`config.mk`:
```
export PLATFORM = sky130hd
export DESIGN_NAME = control_sequencer
export DESIGN_NICKNAME = d
export VERILOG_FILES = /design/src/rtl/control_sequencer.sv
export SDC_FILE = /design/constraint.sdc
export NUM_CORES = 1
export LEC_CHECK = 0
export BUFFER_PORTS_ARGS = -buffer_cell sky130_fd_sc_hd__buf_2
export CORE_MARGIN = 2
export CORE_UTILIZATION = 45
export DETAILED_ROUTE_END_ITERATION = 7
export PLACE_DENSITY = 0.75
export SYNTH_ARGS = -nofsm -noshare
export SYNTH_HDL_FRONTEND = slang
export SYNTH_SLANG_ARGS = --single-unit
```
`constraint.sdc`:
```
create_clock -name MClock -period 1.9 [get_ports MClock]
set_clock_uncertainty 0.15 [all_clocks]
set_input_delay 0.095 -clock MClock [delete_from_list [all_inputs] [get_ports MClock]]
set_output_delay 0.095 -clock MClock [all_outputs]
set_load 0.01 [all_outputs]
```
`src/rtl/control_sequencer.sv`:
```
// Multicycle control unit for the 9-bit processor: captures an instruction in T0,
// then sequences datapath strobes through T1..T3 and clears its own step counter on Done.
module control_sequencer (
    input  logic       MClock,
    input  logic       Resetn,
    input  logic       Run,
    input  logic [8:0] DIN,
    input  logic       G_nz,
    output logic       IRin,
    output logic [7:0] Rout,
    output logic [7:0] Rin,
    output logic       DINout,
    output logic       Gout,
    output logic       Ain,
    output logic       Gin,
    output logic       AddSub,
    output logic       ADDRin,
    output logic       DOUTin,
    output logic       W_D,
    output logic       Done,
    output logic [1:0] step
);

    typedef enum logic [1:0] {T0, T1, T2, T3} step_t;
    typedef enum logic [2:0] {
        OP_MV, OP_MVI, OP_ADD, OP_SUB, OP_LD, OP_ST, OP_MVNZ, OP_RSVD
    } op_t;

    step_t      state, state_next;
    logic [8:0] ir;
    op_t        op;
    logic [7:0] x_sel, y_sel;

    assign op    = op_t'(ir[8:6]);
    assign x_sel = 8'b1 << ir[5:3];
    assign y_sel = 8'b1 << ir[2:0];
    assign step  = state;

    always_ff @(posedge MClock) begin
        if (Resetn) begin
            state <= T0;
            ir    <= '0;
        end else begin
            state <= state_next;
            if (state == T0 && Run)
                ir <= DIN;
        end
    end

    always_comb begin
        IRin       = 1'b0;
        Rout       = '0;
        Rin        = '0;
        DINout     = 1'b0;
        Gout       = 1'b0;
        Ain        = 1'b0;
        Gin        = 1'b0;
        AddSub     = 1'b0;
        ADDRin     = 1'b0;
        DOUTin     = 1'b0;
        W_D        = 1'b0;
        Done       = 1'b0;
        state_next = state;

        case (state)
            T0: begin
                IRin = Run;
                if (Run)
                    state_next = T1;
            end
            T1: begin
                state_next = T2;
                case (op)
                    OP_MV:   begin Rout = y_sel; Rin = x_sel; Done = 1'b1; end
                    OP_MVI:  begin DINout = 1'b1; Rin = x_sel; Done = 1'b1; end
                    OP_ADD,
                    OP_SUB:  begin Rout = x_sel; Ain = 1'b1; end
                    OP_LD,
                    OP_ST:   begin Rout = y_sel; ADDRin = 1'b1; end
                    OP_MVNZ: begin
                        if (G_nz) begin
                            Rout = y_sel;
                            Rin  = x_sel;
                        end
                        Done = 1'b1;
                    end
                    default: Done = 1'b1;
                endcase
            end
            T2: begin
                state_next = T3;
                case (op)
                    OP_ADD,
                    OP_SUB: begin Rout = y_sel; Gin = 1'b1; AddSub = ir[6]; end
                    OP_ST:  begin Rout = x_sel; DOUTin = 1'b1; W_D = 1'b1; Done = 1'b1; end
                    default: ;
                endcase
            end
            T3: begin
                state_next = T0;
                case (op)
                    OP_ADD,
                    OP_SUB: begin Gout = 1'b1; Rin = x_sel; Done = 1'b1; end
                    OP_LD:  begin DINout = 1'b1; Rin = x_sel; Done = 1'b1; end
                    default: ;
                endcase
            end
            default: state_next = T0;
        endcase

        // Done is the step clear; every legal path reaches it before T3 wraps
        if (Done)
            state_next = T0;
    end

endmodule

```
### Word-level counts from Yosys, hierarchy flattened

Index checks and enable logic that the tools add are counted.

* muxes and demuxes: 27
* shift operators: 2
* eq/ne operators: 10
* reduce and logical (&&, ||, !) cells: 10

Operators by type and width (number)
* $pmux 8 s2: 4
* $mux 8: 3
* $pmux 8 s3: 1
* $shl 1x3->8 const A: 2
* $mux 1: 15
* $eq 3x3->1 const B: 3
* $pmux 2 s4: 1
* $reduce_or 2->1: 4
* $eq 3x2->1 const B: 2
* $reduce_or 3->1: 2
* $eq 2x2->1 const B: 2
* $reduce_or 4->1: 1
* $eq 3x1->1 const B: 1
* $logic_not 3->1: 1
* $pmux 1 s3: 1
* $eq 2x1->1 const B: 1
* $logic_not 2->1: 1
* $mux 2: 1
* $ne 2x2->1 const B: 1
* $pmux 1 s2: 1
* $logic_and 1x1->1: 1

* flip-flop bits (word level): 11
* output and inout bits: 28
* input port bits: 13
* word-level logic and storage cells: 51

### Depth between registers and ports, before layout

Gate-level depths: netlist of run 1.

* depth in word-level cells: 5
* mapped depth: 6
* mapped depth without buffers: 6

### Worst setup path before layout of run 1

OpenSTA, ideal clock, no wires.

* path type: reg2out
* from: register state[0] (netlist: step[0])
* to: output port Rout[0]
* slack: -0.041 ns
* path buffers: 1
* required time: 1.655 ns
* cell stages (with the launch flop): 7
* arrival time: 1.696 ns
* cells stage by stage: dfxtp_1 > inv_1 > ha_1 > buf_1 > nand2_1 > a31oi_2 > a22o_1

* longest elaborated chain between the ends: 2
* elaborated cells on any way between the ends: 3

Ends and longest elaborated chain
* from (decl): RTL line 29 `step_t state, state_next;`
* from (signal assigned): RTL line 44 `state <= state_next;`
* $eq 2x2->1 / $eq 2x1->1 (equally long branches): RTL line 65 `case (state)`
* $pmux 8 s2 (*): RTL line 65
* to (decl): RTL line 10 `output logic [7:0] Rout,`

Mark *: on every way between the ends. The rest lies on a longest branch, timed or not.

### Final worst setup path of run 1

* from: register state[0] (netlist: step[0])
* to: output port Rin[6]

* longest elaborated chain between the ends: 2
* elaborated cells on any way between the ends: 3

Ends and longest elaborated chain
* $eq 2x2->1 / $eq 2x1->1 (equally long branches): RTL line 65
* $pmux 8 s2 (*): RTL line 65
* to (decl): RTL line 11 `output logic [7:0] Rin,`

Marks and branches as above.

==> results of run 1 <==
==> Yosys cell counts (2+ instances only) <==
cell type and count:
sky130_fd_sc_hd__nand2_1 23, sky130_fd_sc_hd__nor2_1 13, sky130_fd_sc_hd__dfxtp_1 11, sky130_fd_sc_hd__a21oi_1 10, sky130_fd_sc_hd__a22o_1 8, sky130_fd_sc_hd__o22ai_1 8, sky130_fd_sc_hd__o32ai_1 8, sky130_fd_sc_hd__inv_1 6
sky130_fd_sc_hd__ha_1 5, sky130_fd_sc_hd__nand3_1 4, sky130_fd_sc_hd__buf_6 3, sky130_fd_sc_hd__clkbuf_1 3, sky130_fd_sc_hd__nand2b_1 3, sky130_fd_sc_hd__nand3b_1 3, sky130_fd_sc_hd__buf_2 2, sky130_fd_sc_hd__inv_2 2
sky130_fd_sc_hd__mux2i_1 2, sky130_fd_sc_hd__or3_1 2
==> layout make-up <==
| class | instances | area (um^2) | area share |
|---|---|---|---|
| Inverter | 8 | 35.0 | 0.0187 |
| Multi-Input combinational cell | 114 | 1030 | 0.548 |
| Tap cell | 30 | 37.5 | 0.0200 |
| Clock buffer | 4 | 26.3 | 0.0140 |
| Timing Repair Buffer | 70 | 512 | 0.273 |
| Sequential cell | 11 | 238 | 0.127 |
==> worst reg2reg max path, delay by kind of cell, from the launching register on <==
family                     cells  cell delay (ns)
DFF                            1             0.37
buffers and inverters          2             0.30
adders and majority gates      1             0.19
AOI/OAI and AO/OA              3             0.49
muxes                          1             0.28
==> worst max-delay path by stage <==
| stage | to | slack, ns | from |
|---|---|---|---|
| 3_3_place_gp | Rout[2] | 0.12 | ir[7] |
| 5_1_grt | Rin[6] | -0.12 | step[1] |
| 4_1_cts | Rin[6] | -0.05 | step[1] |
| 6_report | Rin[6] | -0.09 | step[0] |
| 3_5_place_dp | step[0] | 0.04 | step[0] |
| 2_1_floorplan | Rout[0] | 0.09 | step[0] |
==> stage by stage <==
| step | power, mW | TNS [ns] | utilization |
|---|---|---|---|
| 2_1_floorplan | 1.07 | 0 | - |
| 3_3_place_gp | 1.30 | 0 | 0.562 |
| 3_5_place_dp | 1.34 | 0 | 0.562 |
| 4_1_cts | 1.78 | -0.151 | 0.672 |
| 5_1_grt | 2.21 | -1.46 | 0.771 |
| 6_report | 2.09 | -0.591 | 0.771 |
==> report_power, final <==
part	switching (mW)	internal, mW	leakage [nW]
Clock	0.0784	0.0812	0.0150
Sequential	0.127	0.306	0.0938
Combinational	0.809	0.693	0.669
==> registers in the layout, indices dropped and copies added, names as in the netlist <==
register	cells
ir	9
step	2
==> kinds of logic after synthesis <==
| family | count (synthesis) | synth area share |
|---|---|---|
| compound gates | 43 | 0.325 |
| fa+ha+maj | 5 | 0.0551 |
| buf+inv | 18 | 0.0849 |
| flops | 11 | 0.194 |
| mux | 3 | 0.0309 |
| simple gates | 63 | 0.310 |
==> metal layers <==
layer | part of all wire | track usage
met5 | 0 | 0
met4 | 0.0025 | 0.0583
met3 | 0.045 | 0.0301
met2 | 0.52 | 0.474
met1 | 0.43 | 0.306
==> timing repair <==
item,in CTS,in global routing
pin swaps,3,13
hold endpoints to repair,9,0
cloned,0,0
gates resized for setup,23,37
buffers inserted,5,8
hold buffers,9,0
setup endpoints to repair,19,17
==> reports/qor_table.md, run 1 <==
| Metric | Value | Unit |
| --- | --- | --- |
| Gate family responsible for the most delay along the worst path | compound AO/OA/AOI/OAI gates | - |
| Share of synthesized area occupied by flip-flops and latches | 0.194 | - |
| Setup repair after global routing missed its margin | yes | - |
| Final hold violations | 0 | - |
| Number of distinct library cells after synthesis | 45 | - |
| Largest incremental delay on the critical path | 0.40 | ns |
| Post-route non-filler standard cell count | 237 | - |
| Number of standard cells after synthesis | 143 | - |
| Fraction of final layout cells with drive strength greater than 1 | 0.551 | - |
| Origin of the critical flop-to-flop path | step[1] | - |
| Transition time at the pin with the least slew margin | 0.421 | ns |
| Final critical-path setup slack | -0.0934 | ns |
| Worst path cell trace | ha_4, inv_2, o21ai_2, a31oi_4, buf_6, a2111oi_4, buf_2 | - |
| Maximum number of pins on one net before global-route repair | 14 | - |
| Number of maximum-capacitance violations | 0 | - |
| GPL Wtd Cong | 0.879 | - |
| Worst Path Max Fanout | 4 | - |
| Number of slew-limit violations in the final report | 0 | - |
| Count of clock tree sinks | 11 | - |
| Register-to-register setup slack | 0.02 | ns |
| Post-synth top area cell | sky130_fd_sc_hd__dfxtp_1 | - |
| Critical path class | reg2out | - |
| WP depth | 7 | - |
| Most instantiated flip-flop cell in the synthesis netlist | sky130_fd_sc_hd__dfxtp_1 | - |
| Synthesized area | 1130 | um^2 |
| Number of top-level pins | 41 | - |
| Depth of the CTS H-tree | 1 | - |
| Vertical die dimension | 54.2 | um |
| Endpoint of the worst-slack reg-to-reg timing path | step[0] | - |
| Initial Utilization | 0.467 | - |
| # diodes | 0 | - |
| CTS tree | built | - |
| Placed instance area | 1370 | um^2 |
| Worst hold slack after final layout | 0.0104 | ns |
| Floorplan row count | 18 | - |
| Synth Area per Inst | 7.94 | um^2 |
| Tcrit/Tclk final | 1.05 | - |
| Result of the run | finished, violations left | - |
| Wire length of the first global-routing pass | 5490 | um |
| Placeable Area | 2430 | um^2 |
| Via count of the first global-routing pass | 1252 | - |
| Max VDD drop | 906 | uV |
| # port buffers | 40 | - |
| Startpoint type of the worst setup path | flip-flop | - |
| Number of buffer and inverter stages on the critical path | 3 | - |
| Worst setup slack before clock tree synthesis | 0.0363 | ns |
| Setup-violating endpoint count in the final report | 17 | - |
| Minimum clock period after layout | 1.99 | ns |
| Reg2reg path depth | 7 | - |
| Post-route DRC | 0 | - |
| Worst skew pair latency | 0.27 | ns |
| Number of vias after detailed routing | 1368 | - |
| TritonCTS buffer count | 3 | - |
| Number of antenna violations at the first check in global routing | 0 | - |
| Worst hold start | Resetn | - |
| Post-DP HPWL | 2420 | um |
| Number of nets produced by synthesis | 161 | - |
| Violated checks | negative setup slack | - |
| Grt ovf | 0 | - |
| Commonest non-fill, non-tap cell in the layout | sky130_fd_sc_hd__buf_2 | - |
| Maximum clock path buffer count | 2 | - |
| Layout Nets | 226 | - |
| Fill cells | 154 | - |
| Post-Place Cells | 211 | - |
| Leading post-synthesis cells by cell area | sky130_fd_sc_hd__dfxtp_1, sky130_fd_sc_hd__nand2_1, sky130_fd_sc_hd__a22o_1, sky130_fd_sc_hd__o32ai_1, sky130_fd_sc_hd__ha_1 | - |
| Area share of the largest cell type after synthesis | 0.194 | - |
| Highest-count cells in the layout ignoring fill and taps | sky130_fd_sc_hd__buf_2, sky130_fd_sc_hd__nand2_1, sky130_fd_sc_hd__buf_4 | - |
| Relative slew slack | 0.719 | - |
| Worst Hold Path Cells | 2 | - |
| Horizontal extent of the die | 54.2 | um |
| Area growth syn-to-layout | 65.3 | % |
| Leakage power summed over all cells | 0.778 | nW |
| First-iteration detailed-routing DRC count | 39 | - |
| Fin area | 1880 | um^2 |
| Data arrival time of the worst path | 1.75 | ns |
| Slowest library cell on the worst path | sky130_fd_sc_hd__dfxtp_4 | - |
| Overall die area | 2940 | um^2 |
| Gr usage total | 0.254 | - |
| Average wire per cell in the routed design | 16.6 | um |
| Async SR Flop Fraction | 0 | - |
| Power per cell area | 1120 | nW/um^2 |
| Req. time, crit path | 1.65 | ns |
| Number of synthesized flops with an enable pin | 0 | - |
| Post-route ant nets | 0 | - |
| Synth Warn # | 0 | - |
| Root Driver | sky130_fd_sc_hd__clkbuf_4 | - |
| Routed vias/inst | 5.77 | - |
| Post-Route WL | 3950 | um |
| Yosys reg bits | 11 | - |
| Classification of the worst-slack hold path | in2reg | - |
| Maximum achievable frequency | 0.502 | GHz |
| CTS clk-pin slew, worst paths | 0.07 | ns |
| Drt pass-1 iters | 4 | - |
| Hold EP | ir[6] | - |
| Setup crit end kind | output port | - |
No activity file was read; power rests on OpenSTA's default activity.
==> run 2: changes to the inputs <==
==> constraint.sdc (replaced) <==
create_clock -name MClock -period 1.9 [get_ports MClock]
set_clock_uncertainty 0.15 [all_clocks]
set_input_delay 0.095 -clock MClock [delete_from_list [all_inputs] [get_ports MClock]]
set_output_delay 0.095 -clock MClock [all_outputs]
set_load 0.1 [all_outputs]
==> run 2 against run 1 <==
Effect of this change:
- the run now fails in global routing (5_1_grt)
- synthesized cell count unchanged
- synthesized area unchanged
==> reports/qor_table.md, run 2 <==
| Metric | Value | Unit |
| --- | --- | --- |
| Post-synth top area cell | sky130_fd_sc_hd__dfxtp_1 | - |
| Stop Error | [ERROR DPL-0038] Utilization greater than 100%, impossible to legalize | - |
| Depth of the CTS H-tree | 1 | - |
| Maximum number of pins on one net before global-route repair | 12 | - |
| Leading post-synthesis cells by cell area | sky130_fd_sc_hd__dfxtp_1, sky130_fd_sc_hd__nand2_1, sky130_fd_sc_hd__a22o_1, sky130_fd_sc_hd__o32ai_1, sky130_fd_sc_hd__ha_1 | - |
| Most used standard cell by instance count after synthesis | sky130_fd_sc_hd__nand2_1 | - |
| Root Driver | sky130_fd_sc_hd__clkbuf_4 | - |
| Placed instance area | 1970 | um^2 |
| Maximum clock path buffer count | 2 | - |
| Most instantiated flip-flop cell in the synthesis netlist | sky130_fd_sc_hd__dfxtp_1 | - |
| GPL Wtd Cong | 0.813 | - |
| Crit. endpoint post-GRT repair | Rin[3] | - |
| # port buffers | 40 | - |
| Number of nets produced by synthesis | 161 | - |
| Result of the run | did not finish | - |
| Synthesized area | 1130 | um^2 |
| Number of standard cells after synthesis | 143 | - |
| Count of clock tree sinks | 11 | - |
| Worst setup slack before clock tree synthesis | -0.0306 | ns |
| TritonCTS buffer count | 3 | - |
| Number of top-level pins | 41 | - |
| Initial Utilization | 0.467 | - |
| Post-DP HPWL | 2940 | um |
| Share of synthesized area occupied by flip-flops and latches | 0.194 | - |
| Floorplan row count | 18 | - |
| Top post-synthesis cells by count | sky130_fd_sc_hd__nand2_1, sky130_fd_sc_hd__nor2_1, sky130_fd_sc_hd__dfxtp_1 | - |
| Horizontal extent of the die | 54.2 | um |
| Yosys reg bits | 11 | - |
| Async SR Flop Fraction | 0 | - |
| Pin category terminating the worst setup path after the last repair | output port | - |
| Stopped at | global routing (5_1_grt) | - |
| Vertical die dimension | 54.2 | um |
| Synth Area per Inst | 7.94 | um^2 |
| Synth Warn # | 0 | - |
| Number of distinct library cells after synthesis | 45 | - |
| Number of synthesized flops with an enable pin | 0 | - |
| Area share of the largest cell type after synthesis | 0.194 | - |
run 2: cell counts after synthesis:
No cell type changed its count.
run 2: metrics by stage:
step	cells	hold slack, ns	setup TNS (ns)
3_3_place_gp	215	0.188	0
3_5_place_dp	215	0.195	-0.0570
4_1_cts	236	0.00138	-2.30
2_1_floorplan	143	0.0112	-7.04
run 2: cells by family after synthesis:
group           Yosys count  share of synthesized area
simple gates             63                      0.310
mux                       3                     0.0309
flops                    11                      0.194
compound gates           43                      0.325
buf+inv                  18                     0.0849
fa+ha+maj                 5                     0.0551
run 2: repair_timing:
action | 4_1_cts
pin swaps | 9
hold buffers | 9
buffers inserted | 8
setup endpoints to repair | 21
resized for setup | 30
hold endpoints to repair | 9
==> run 3: changes to the inputs <==
--- a/config.mk
+++ b/config.mk
@@ -7,9 +7,9 @@
 export LEC_CHECK = 0
 export BUFFER_PORTS_ARGS = -buffer_cell sky130_fd_sc_hd__buf_2
 export CORE_MARGIN = 2
-export CORE_UTILIZATION = 45
+export CORE_UTILIZATION = 30
 export DETAILED_ROUTE_END_ITERATION = 7
-export PLACE_DENSITY = 0.75
+export PLACE_DENSITY_LB_ADDON = 0.15
 export SYNTH_ARGS = -nofsm -noshare
 export SYNTH_HDL_FRONTEND = slang
 export SYNTH_SLANG_ARGS = --single-unit
==> run 3 against run 2 <==
Effect of this change:
- the flow now finishes, with violations (negative setup slack)
==> reports/qor_table.md, run 3 (synthesis results as in run 1) <==
| Metric | Value | Unit |
| --- | --- | --- |
| Setup repair after global routing missed its margin | yes | - |
| Post-route DRC | 0 | - |
| Commonest non-fill, non-tap cell in the layout | sky130_fd_sc_hd__buf_12 | - |
| Gate family responsible for the most delay along the worst path | buffers and inverters | - |
| Setup-violating endpoint count in the final report | 19 | - |
| Number of vias after detailed routing | 1424 | - |
| Layout Nets | 231 | - |
| Final sum of negative setup slack | -1.72 | ns |
| Via count of the first global-routing pass | 1325 | - |
| Power per cell area | 1230 | nW/um^2 |
| Leakage power summed over all cells | 0.972 | nW |
| Routed vias/inst | 5.48 | - |
| Overall die area | 4290 | um^2 |
| Max VDD drop | 962 | uV |
| Number of maximum-capacitance violations | 0 | - |
| Root Driver | sky130_fd_sc_hd__clkbuf_8 | - |
| Classification of the worst-slack hold path | in2reg | - |
| Transition time at the pin with the least slew margin | 0.489 | ns |
| Post-route non-filler standard cell count | 260 | - |
| Grt ovf | 0 | - |
| Horizontal extent of the die | 65.5 | um |
| Floorplan row count | 22 | - |
| Maximum number of pins on one net before global-route repair | 12 | - |
| Fin area | 2510 | um^2 |
| Number of buffer and inverter stages on the critical path | 3 | - |
| Setup crit end kind | output port | - |
| First-iteration detailed-routing DRC count | 63 | - |
| Post-DP HPWL | 2740 | um |
| CTS tree | built | - |
| Post-Route WL | 4180 | um |
| Result of the run | finished, violations left | - |
| CTS clk-pin slew, worst paths | 0.05 | ns |
| Fraction of final layout cells with drive strength greater than 1 | 0.651 | - |
| Worst setup slack before clock tree synthesis | 0.0565 | ns |
| # diodes | 0 | - |
| Final hold violations | 0 | - |
| Max FFs per register | 9 | - |
| Drt pass-1 iters | 4 | - |
| Highest-count cells in the layout ignoring fill and taps | sky130_fd_sc_hd__buf_12, sky130_fd_sc_hd__nand2_1, sky130_fd_sc_hd__buf_4 | - |
| Minimum clock period after layout | 2.04 | ns |
| Worst Path Max Fanout | 8 | - |
| Post-Place Cells | 234 | - |
| # port buffers | 40 | - |
| Initial Utilization | 0.310 | - |
| End-of-flow core utilization | 0.686 | - |
| Tcrit/Tclk final | 1.07 | - |
| Post-route ant nets | 0 | - |
| Maximum clock path buffer count | 2 | - |
| Worst skew pair latency | 0.23 | ns |
| Depth of the CTS H-tree | 1 | - |
| Slowest library cell on the worst path | sky130_fd_sc_hd__dfxtp_4 | - |
| Gr usage total | 0.176 | - |
| Req. time, crit path | 1.65 | ns |
| Vertical die dimension | 65.5 | um |
| Largest incremental delay on the critical path | 0.40 | ns |
| Placed instance area | 2010 | um^2 |
| Number of antenna violations at the first check in global routing | 0 | - |
| Maximum achievable frequency | 0.490 | GHz |
| TritonCTS buffer count | 3 | - |
| Worst path cell trace | clkinvlp_4, ha_4, nand2_4, a31oi_4, buf_12, a22o_4, buf_12 | - |
| Number of top-level pins | 41 | - |
| Placeable Area | 3660 | um^2 |
| Power consumption | 3.09 | mW |
| Average wire per cell in the routed design | 16.1 | um |
| Wire length of the first global-routing pass | 6130 | um |
| Startpoint type of the worst setup path | flip-flop | - |
| Cell seen most often among critical-path stages | sky130_fd_sc_hd__buf_12 | - |
| GPL Wtd Cong | 0.838 | - |
| Critical path class | reg2out | - |
| Area growth syn-to-layout | 121 | % |
| Largest register by flop count | ir | - |
| Count of clock tree sinks | 11 | - |
| Final critical-path setup slack | -0.140 | ns |
| Violated checks | negative setup slack | - |
| Number of slew-limit violations in the final report | 0 | - |
| Worst hold slack after final layout | 0.0305 | ns |
| Data arrival time of the worst path | 1.80 | ns |
| Relative slew slack | 0.677 | - |
[run 3: per-layer routing]
layer	track usage	part of all wire
met1	0.225	0.40
met2	0.319	0.52
met3	0.0137	0.047
met4	0.0443	0.026
met5	0	0
[run 3: what timing repair did]
action / 4_1_cts / 5_1_grt
setup buffers: 9 / 3
hold buffers: 9 / 0
resized for setup: 17 / 24
pin swaps: 13 / 10
setup endpoints to repair: 19 / 22
gates cloned: 0 / 1
endpoints found under the hold margin: 9 / 0
[run 3: final timing paths]
kind	from	end	slack, ns	cells past startpoint
setup reg to reg	step[0]	step[0]	0	7
setup / recovery	step[0]	Rout[3]	-0.14	7
hold / removal	Resetn	ir[7]	0.03	2
hold reg to reg	ir[0]	ir[0]	0.35	2
[run 3: report_power, final]
group	total [mW]	internal, mW	switching, mW
Sequential	0.428	0.306	0.122
Combinational	2.44	0.980	1.46
Clock	0.229	0.147	0.0818
Total	3.09	1.43	1.66
[run 3: layout make-up]
type | count | area, um^2
Inverter | 8 | 42.5
Multi-Input combinational cell | 115 | 1190
Fill cell | 267 | 1150
Tap cell | 48 | 60.1
Sequential cell | 11 | 235
Timing Repair Buffer | 74 | 935
Clock buffer | 4 | 45.0
